$ cat config.mk
export PLATFORM = sky130hd
export DESIGN_NAME = frame_addr_decoder_fifo
export DESIGN_NICKNAME = d
export VERILOG_FILES = /design/src/rtl/frame_addr_decoder_fifo.sv
export SDC_FILE = /design/constraint.sdc
export NUM_CORES = 1
export LEC_CHECK = 0
export CAP_MARGIN = 15
export CORE_AREA = 2 2 95 70
export CTS_CLUSTER_DIAMETER = 120
export DETAILED_ROUTE_END_ITERATION = 10
export DIE_AREA = 0 0 97 72
export PLACE_DENSITY_LB_ADDON = 0.05
export SETUP_SLACK_MARGIN = 0.15
export SYNTH_ARGS = -nofsm -noshare
export SYNTH_HDL_FRONTEND = slang
export SYNTH_SLANG_ARGS = --single-unit
$ cat constraint.sdc
create_clock -name clk -period 2.9 [get_ports clk]
set_clock_uncertainty 0.2 [all_clocks]
set_input_delay 0.58 -clock clk [delete_from_list [all_inputs] [get_ports clk]]
set_output_delay 0.58 -clock clk [all_outputs]
set_load 0.05 [all_outputs]
$ cat src/rtl/frame_addr_decoder_fifo.sv
// Frame address decoder with a DEPTH-entry FIFO, range check and overflow reporting.
// Splits each frame into address/data and presents entries under a valid/ack handshake.
module frame_addr_decoder_fifo #(
    parameter int ADDR_W     = 4,
    parameter int DATA_W     = 4,
    parameter int DEPTH      = 4,
    parameter int ADDR_LIMIT = 2 ** ADDR_W
) (
    input  logic                       clk,
    input  logic                       rst,
    input  logic [ADDR_W+DATA_W-1:0]   frame,
    input  logic                       frame_valid,
    input  logic                       ack,
    output logic [ADDR_W-1:0]          address,
    output logic [DATA_W-1:0]          data,
    output logic                       valid,
    output logic                       addr_err,
    output logic                       overflow,
    output logic [$clog2(DEPTH+1)-1:0] fifo_count
);

    localparam int FRAME_W = ADDR_W + DATA_W;
    localparam int PTR_W   = $clog2(DEPTH);
    localparam int CNT_W   = $clog2(DEPTH + 1);
    localparam logic [ADDR_W:0] LIMIT = (ADDR_W + 1)'(ADDR_LIMIT);

    logic                 fv_q;
    logic [PTR_W-1:0]     wr_ptr_q, wr_ptr_d;
    logic [PTR_W-1:0]     rd_ptr_q, rd_ptr_d;
    logic [CNT_W-1:0]     count_q, count_d;
    logic [FRAME_W-1:0]   mem_q [DEPTH];
    logic [ADDR_W-1:0]    addr_q, addr_d;
    logic [DATA_W-1:0]    data_q, data_d;
    logic                 valid_q, valid_d;
    logic                 addr_err_q, addr_err_d;
    logic                 overflow_q, overflow_d;

    logic accept, in_range, full, pop, push;

    // The output register is refilled from the FIFO head; a fresh write is never bypassed.
    always_comb begin
        accept     = frame_valid && !fv_q;
        in_range   = {1'b0, frame[FRAME_W-1:DATA_W]} < LIMIT;
        full       = (count_q == CNT_W'(DEPTH));
        pop        = (!valid_q || ack) && (count_q != '0);
        push       = accept && in_range && (!full || pop);
        addr_err_d = accept && !in_range;
        overflow_d = accept && in_range && full && !pop;

        wr_ptr_d = wr_ptr_q;
        rd_ptr_d = rd_ptr_q;
        count_d  = count_q;
        addr_d   = addr_q;
        data_d   = data_q;
        valid_d  = valid_q;

        if (push) begin
            wr_ptr_d = wr_ptr_q + PTR_W'(1);
        end
        if (pop) begin
            rd_ptr_d = rd_ptr_q + PTR_W'(1);
            addr_d   = mem_q[rd_ptr_q][FRAME_W-1:DATA_W];
            data_d   = mem_q[rd_ptr_q][DATA_W-1:0];
            valid_d  = 1'b1;
        end else if (ack) begin
            valid_d = 1'b0;
        end

        if (push && !pop) begin
            count_d = count_q + CNT_W'(1);
        end else if (pop && !push) begin
            count_d = count_q - CNT_W'(1);
        end
    end

    always_ff @(posedge clk) begin
        if (push) begin
            mem_q[wr_ptr_q] <= frame;
        end
    end

    always_ff @(posedge clk) begin
        if (rst) begin
            fv_q       <= 1'b0;
            wr_ptr_q   <= '0;
            rd_ptr_q   <= '0;
            count_q    <= '0;
            addr_q     <= '0;
            data_q     <= '0;
            valid_q    <= 1'b0;
            addr_err_q <= 1'b0;
            overflow_q <= 1'b0;
        end else begin
            fv_q       <= frame_valid;
            wr_ptr_q   <= wr_ptr_d;
            rd_ptr_q   <= rd_ptr_d;
            count_q    <= count_d;
            addr_q     <= addr_d;
            data_q     <= data_d;
            valid_q    <= valid_d;
            addr_err_q <= addr_err_d;
            overflow_q <= overflow_d;
        end
    end

    assign address    = addr_q;
    assign data       = data_q;
    assign valid      = valid_q;
    assign addr_err   = addr_err_q;
    assign overflow   = overflow_q;
    assign fifo_count = count_q;

endmodule

==> metrics.log, run 1 <==
[metrics] full die area: 0.00698 sq mm
[metrics] setup repair after global routing missed its margin: false
[metrics] placed inst area: 0.00239 sq mm
[metrics] routed wire length per instance: 15.4 um
[metrics] syn_area_per_cell: 14.9 sq um
[metrics] WL final: 3820 um
[metrics] number of warnings reported in the yosys synthesis log: 0
[metrics] pin count of the biggest net entering global routing: 15
[metrics] vias post-DR: 1,188
[metrics] LEAKAGE: 0.859 nW
[metrics] Chip Height: 72 um
[metrics] proportion of layout cells with a drive suffix above 1: 0.124
[metrics] site row count: 24
[metrics] Initial DRC Count: 54
[metrics] top cell types by occurrence after synthesis: sky130_fd_sc_hd__edfxtp_1 (32), sky130_fd_sc_hd__dfxtp_1 (18), sky130_fd_sc_hd__a21oi_1 (11), sky130_fd_sc_hd__o21ai_0 (10), sky130_fd_sc_hd__nand3_1 (9)
[metrics] DIE WIDTH: 97 um
[metrics] critical path cell sequence: clkdlybuf4s50_1, nand2b_1, a31oi_4, ha_2, inv_1, fa_1, xor2_1, or3_2, a21oi_1
[metrics] reg-to-reg critical path startpoint: fifo_count[2]
[metrics] detailed-route wire length on metal 1: 1830 um
[metrics] end point of the most critical hold path: data[2]
[metrics] Final Hold Viols: 0
[metrics] Layout fillers: 577
[metrics] dominant register cell in the synthesized netlist: sky130_fd_sc_hd__edfxtp_1
[metrics] wire length of the first global-routing pass: 6100 um
[metrics] vias in the first global route: 1,173
[metrics] shortest period the worst path allows: 2.61 ns
[metrics] Met3 Wirelength: 143 um
[metrics] core area: 0.00604 sq mm
[metrics] launch point of the worst hold path: data[2]
[metrics] first-pass iteration count of the detailed router: 4
[metrics] most common cell in the netlist: sky130_fd_sc_hd__edfxtp_1
[metrics] CP max FO: 2
[metrics] Distinct cells, synth: 30
[metrics] vias per cell: 4.81
[metrics] placed wire-length estimate: 2570 um
[metrics] number of diodes: 0
[metrics] share of async-settable or async-resettable flops after synthesis: 0
[metrics] ratio of final minimum period to clock period: 0.900
[metrics] clk buf depth: 2
[metrics] top achievable clock speed: 383 MHz
[metrics] top cell type by total area after synthesis: sky130_fd_sc_hd__edfxtp_1
[metrics] Pwr Density: 897 mW/mm^2
[metrics] met2 wire length: 1810 um
[metrics] final instance area: 0.00248 sq mm
[metrics] total power after layout: 2.23 mW
[metrics] fraction of post-synthesis cell area in the top cell type by area: 0.467
[metrics] Clk Latency, worst-skew pair: 0.30 ns
[metrics] arrival time reported for the critical path endpoint: 2.65 ns
[metrics] synthesized netlist net count: 156
[metrics] aggregate global-route resource usage: 0.116
[metrics] Clock transition at path regs: 0.09 ns
[metrics] reg-to-reg critical path endpoint: fifo_count[2]
[metrics] Max Cap Violations: 0
[metrics] root buffer selected by CTS: sky130_fd_sc_hd__clkbuf_8
[metrics] final setup vio count: 0
[metrics] depth of the CTS H-tree: 2
[metrics] relative slew slack: 0.595
[metrics] R2R setup slack: 0.44 ns
[metrics] CP peak stage delay: 0.47 ns
[metrics] peak supply drop: 0.256 mV
[metrics] Fin Setup TNS: 0 ns
[metrics] Syn-to-layout area delta: 20.6%
[metrics] Syn Inst Count: 138
[metrics] number of primary I/O pins: 26
[metrics] Mapped Area: 0.00206 sq mm
[metrics] CP Data Required Time: 2.94 ns
[metrics] number of flip-flops and latches in the synthesized netlist: 50
[metrics] weighted congestion at the end of routability-driven global placement: 0.775
[metrics] Starting Density: 0.341
[metrics] antenna violations before repair: 0
[metrics] Pins Over Slew Limit: 0
[metrics] number of enable-type register cells in the synthesized netlist: 32
[metrics] number of I/O port buffers: 24
[metrics] area taken by flip-flops and latches: 0.00132 sq mm
[metrics] DRC violations left: 0
[metrics] hold bufs inserted after CTS: 0
[metrics] top metal layer carrying routed signals: met4
[metrics] CTS buffer count: 5
[metrics] antenna-violating nets left: 0
[metrics] total clock sinks: 50
[metrics] Slew @ Worst Pin: 0.607 ns
[metrics] cell family with the largest share of critical-path delay: adder cells
[metrics] number of stages on the worst hold path: 2
[metrics] top area cells in the synthesized netlist: sky130_fd_sc_hd__edfxtp_1 (47%), sky130_fd_sc_hd__dfxtp_1 (18%), sky130_fd_sc_hd__mux4_1 (10%)
[metrics] TritonCTS clock tree: built
[metrics] sequential area share after synthesis: 0.642
[metrics] WS Path Type: input port to flip-flop
[metrics] cell with the largest stage delay on the worst path: sky130_fd_sc_hd__clkdlybuf4s50_1
[metrics] total area of multi-input combinational cells: 669 sq um
[metrics] number of cells on the worst reg-to-reg path: 8
[metrics] post-layout net count: 186
[metrics] final global-route overflow total: 0
[metrics] critical path buffer and inverter count: 2
[metrics] Worst Setup End Kind: flip-flop
[metrics] startpoint class of the critical path: input port
[metrics] run status: finished clean
[metrics] classification of the worst-slack hold path: flip-flop to flip-flop
[worst min-delay path: stages (launching register included)]
cell	delay, ns
sky130_fd_sc_hd__dfxtp_1	0.31
sky130_fd_sc_hd__o21ai_0	0.06
sky130_fd_sc_hd__a21oi_1	0.06
[stage by stage]
stage | setup slack, ns | util | std cells | hold slack [ns]
after global placement | 0.0230 | 0.396 | 238 | 0.267
after global routing | 0.155 | 0.411 | 247 | 0.307
after detailed placement | -0.0281 | 0.396 | 238 | 0.271
after floorplan | 0.188 | - | 138 | 0.282
after CTS | 0.283 | 0.410 | 246 | 0.284
final | 0.290 | 0.411 | 247 | 0.279
[how the worst max path moves through the flow]
stage,endpoint,cells after the start,start,slack [ns]
floorplan,fifo_count[2],8,fifo_count[1],0.19
global placement,fifo_count[2],9,frame_valid,0.02
detailed placement,fifo_count[2],9,frame_valid,-0.03
CTS,fifo_count[2],9,frame_valid,0.28
global route,fifo_count[2],9,frame_valid,0.15
finish,fifo_count[2],9,frame_valid,0.29
[cell families (layout without fill, tap and decap cells)]
kind of cell / count (synthesis) / in the layout / synth area share
muxes: 12 / 12 / 0.125
and+or+nand+nor: 33 / 33 / 0.0875
adders and majority gates: 6 / 6 / 0.0401
AOI/OAI and AO/OA: 22 / 22 / 0.0614
buffers and inverters: 12 / 43 / 0.0340
other: 1 / 1 / 0.00182
xor gates and xnor gates: 2 / 2 / 0.00851
DFF: 50 / 50 / 0.642
[placed cells by master (no fill, tap or decap), types with 2 or more instances in the layout]
cell type	count
sky130_fd_sc_hd__edfxtp_1	32
sky130_fd_sc_hd__clkdlybuf4s50_1	24
sky130_fd_sc_hd__dfxtp_1	17
sky130_fd_sc_hd__a21oi_1	11
sky130_fd_sc_hd__o21ai_0	10
sky130_fd_sc_hd__nand3_1	9
sky130_fd_sc_hd__mux4_1	8
sky130_fd_sc_hd__buf_4	8
sky130_fd_sc_hd__nor2_1	6
sky130_fd_sc_hd__clkbuf_8	5
sky130_fd_sc_hd__nand2b_1	4
sky130_fd_sc_hd__and2_1	4
sky130_fd_sc_hd__ha_1	4
sky130_fd_sc_hd__nor2b_1	3
sky130_fd_sc_hd__inv_1	3
sky130_fd_sc_hd__or3_1	2
sky130_fd_sc_hd__mux2i_1	2
sky130_fd_sc_hd__xor2_1	2
sky130_fd_sc_hd__nor3_1	2
[flip-flops by register name, indices dropped and copies added (netlist names)]
name        count
mem_q          32
address         4
data            4
fifo_count      3
rd_ptr_q        2
wr_ptr_q        2
fv_q            1
overflow        1
valid           1
[report_power, final]
group | switching [mW] | internal, mW | total, mW
Combinational | 0.505 | 0.373 | 0.878
Clock | 0.215 | 0.165 | 0.381
Sequential | 0.108 | 0.860 | 0.969
[per-layer routing]
metal / global-route usage / vias to the layer above
met1: 0.145 / 591
li1: - / 571
met4: 0.0329 / 0
met5: 0 / -
met3: 0.0337 / 4
met2: 0.199 / 22
[repair_timing]
item                       in CTS  in global routing
setup endpoints to repair       0                  1
resized for setup               0                  1
hold endpoints to repair        0                  0
buffers inserted                0                  1
[area by class of cell]
cell class,count,area share
Multi-Input combinational cell,76,0.270
Clock inverter,2,0.00353
Timing Repair Buffer,32,0.121
Clock buffer,6,0.0292
Tap cell,78,0.0393
Inverter,3,0.00454
Sequential cell,50,0.533
No activity file was read; power rests on OpenSTA's default activity.
==> run 2: changes to the inputs <==
--- a/config.mk
+++ b/config.mk
@@ -10,6 +10,7 @@
 export CTS_CLUSTER_DIAMETER = 120
 export DETAILED_ROUTE_END_ITERATION = 10
 export DIE_AREA = 0 0 97 72
+export GPL_TIMING_DRIVEN = 0
 export PLACE_DENSITY_LB_ADDON = 0.05
 export SETUP_SLACK_MARGIN = 0.15
 export SYNTH_ARGS = -nofsm -noshare
==> run 2 against run 1 <==
Compared with the run above: sequential cell count did not move; cell count rose by 0.81%; register-to-register slack lost 0.14 ns; clock power rose by 2%; via count decreased by 2.5%; critical path type unchanged; largest cell class unchanged; highest routed layer unchanged.
==> metrics.log, run 2 (synthesized netlist as in run 1, its figures left out) <==
[metrics] clk buf depth: 2
[metrics] peak supply drop: 0.249 mV
[metrics] antenna violations before repair: 0
[metrics] final setup vio count: 0
[metrics] final global-route overflow total: 0
[metrics] core area: 0.00604 sq mm
[metrics] placed wire-length estimate: 2570 um
[metrics] CTS buffer count: 5
[metrics] pin count of the biggest net entering global routing: 16
[metrics] Worst Setup End Kind: flip-flop
[metrics] smallest setup slack after layout: 0.236 ns
[metrics] DRC violations left: 0
[metrics] wire length of the first global-routing pass: 6160 um
[metrics] CP Data Required Time: 2.94 ns
[metrics] vias per cell: 4.65
[metrics] launch point of the worst hold path: address[0]
[metrics] beginning of the critical path: ack
[metrics] flip-flop count of the largest register, all copies and words added: 32
[metrics] DIE WIDTH: 97 um
[metrics] TritonCTS clock tree: built
[metrics] Initial DRC Count: 49
[metrics] vias post-DR: 1,158
[metrics] root buffer selected by CTS: sky130_fd_sc_hd__clkbuf_8
[metrics] Final Hold Viols: 0
[metrics] Syn-to-layout area delta: 22.2%
[metrics] Pins Over Slew Limit: 0
[metrics] site row count: 24
[metrics] WL final: 3850 um
[metrics] most frequent cells in the layout: sky130_fd_sc_hd__edfxtp_1 (32), sky130_fd_sc_hd__clkdlybuf4s50_1 (24), sky130_fd_sc_hd__dfxtp_1 (17)
[metrics] routed wire length per instance: 15.5 um
[metrics] CP max FO: 10
[metrics] startpoint class of the critical path: input port
[metrics] Clk Latency, worst-skew pair: 0.30 ns
[metrics] depth of the CTS H-tree: 2
[metrics] setup repair after global routing missed its margin: false
[metrics] shortest period the worst path allows: 2.66 ns
[metrics] Chip Height: 72 um
[metrics] reg-to-reg critical path startpoint: fifo_count[2]
[metrics] top achievable clock speed: 375 MHz
[metrics] aggregate global-route resource usage: 0.116
[metrics] number of diodes: 0
[metrics] antenna-violating nets left: 0
[metrics] WS Path Type: input port to flip-flop
[metrics] run status: finished clean
[metrics] classification of the worst-slack hold path: flip-flop to flip-flop
[metrics] Max Cap Violations: 0
[metrics] final instance area: 0.00252 sq mm
[metrics] Clock transition at path regs: 0.09 ns
[metrics] ratio of final minimum period to clock period: 0.919
[metrics] placed inst area: 0.00240 sq mm
[metrics] weighted congestion at the end of routability-driven global placement: 0.725
[metrics] Starting Density: 0.341
[metrics] most frequent standard cell in the layout excluding fill and tap cells: sky130_fd_sc_hd__edfxtp_1
[metrics] full die area: 0.00698 sq mm
[metrics] Largest Register: mem_q
[metrics] placement-stage worst setup slack: -0.275 ns
[metrics] total clock sinks: 50
[metrics] Pwr Density: 902 mW/mm^2
[metrics] LEAKAGE: 0.872 nW
[metrics] hold bufs inserted after CTS: 0
[metrics] arrival time reported for the critical path endpoint: 2.70 ns
[metrics] Slew @ Worst Pin: 0.517 ns
[metrics] core utilization of the finished layout: 0.417
[metrics] post-layout net count: 188
[metrics] number of primary I/O pins: 26
[metrics] Fin Setup TNS: 0 ns
[metrics] relative slew slack: 0.654
[metrics] proportion of layout cells with a drive suffix above 1: 0.146
[metrics] first-pass iteration count of the detailed router: 4
[metrics] vias in the first global route: 1,157
[metrics] number of I/O port buffers: 24
-- run 2: changes by cell type in the layout (fill, tap and decap cells not counted), sizes merged --
cell      change
clkinvlp      +1
buf           -3
clkbuf        +4
-- run 2: worst paths after layout --
kind	end	cells after the start	slack, ns
setup / recovery	fifo_count[2]	10	0.24
hold / removal	address[0]	2	0.28
setup reg to reg	fifo_count[2]	9	0.30
hold reg to reg	address[0]	2	0.28
-- run 2: metrics by stage --
stage          hold slack [ns]  instances  power (mW)
2_1_floorplan            0.282        138        1.61
3_3_place_gp             0.266        240        1.87
3_5_place_dp             0.268        240        1.88
4_1_cts                  0.281        249        2.28
5_1_grt                  0.303        249        2.41
6_report                 0.279        249        2.27
-- run 2: metal layers --
layer	vias to the layer above	global-route usage	share of wire
met4	0	0.0329	0.0057
met1	554	0.152	0.51
met5	-	0	0
li1	579	-	-
met2	23	0.189	0.44
met3	2	0.0376	0.046
-- run 2: worst max-delay path, cell delays in order --
cell                              delay (ns)
sky130_fd_sc_hd__clkdlybuf4s50_1        0.42
sky130_fd_sc_hd__nand2b_4               0.16
sky130_fd_sc_hd__clkbuf_8               0.16
sky130_fd_sc_hd__nand2_1                0.06
sky130_fd_sc_hd__ha_2                   0.18
sky130_fd_sc_hd__inv_1                  0.06
sky130_fd_sc_hd__fa_2                   0.33
sky130_fd_sc_hd__xor2_1                 0.17
sky130_fd_sc_hd__or3_2                  0.43
sky130_fd_sc_hd__a21oi_2                0.14
-- run 2: cell type report --
cell class	instances	area (sq um)
buffer	9	68.8
clock buffer	5	68.8
clock inverter	3	16.3
fill	542	3520
inverter	3	11.3
multi-input combinational	76	683
sequential	50	1320
tap	78	97.6
timing repair buffer	25	248
-- run 2: timing repair --
item | CTS | global route
setup endpoints to repair | 1 | 1
setup buffers | 1 | 0
cloned | 0 | 0
resized for setup | 3 | 4
pin swaps | 1 | 0
-- run 2: where the power goes --
part / total (mW) / leakage, nW / internal, mW / switching [mW]
registers: 0.933 / 0.441 / 0.860 / 0.0722
clock network: 0.388 / 0.0377 / 0.165 / 0.223
logic: 0.949 / 0.393 / 0.390 / 0.558
total: 2.27 / 0.872 / 1.42 / 0.854
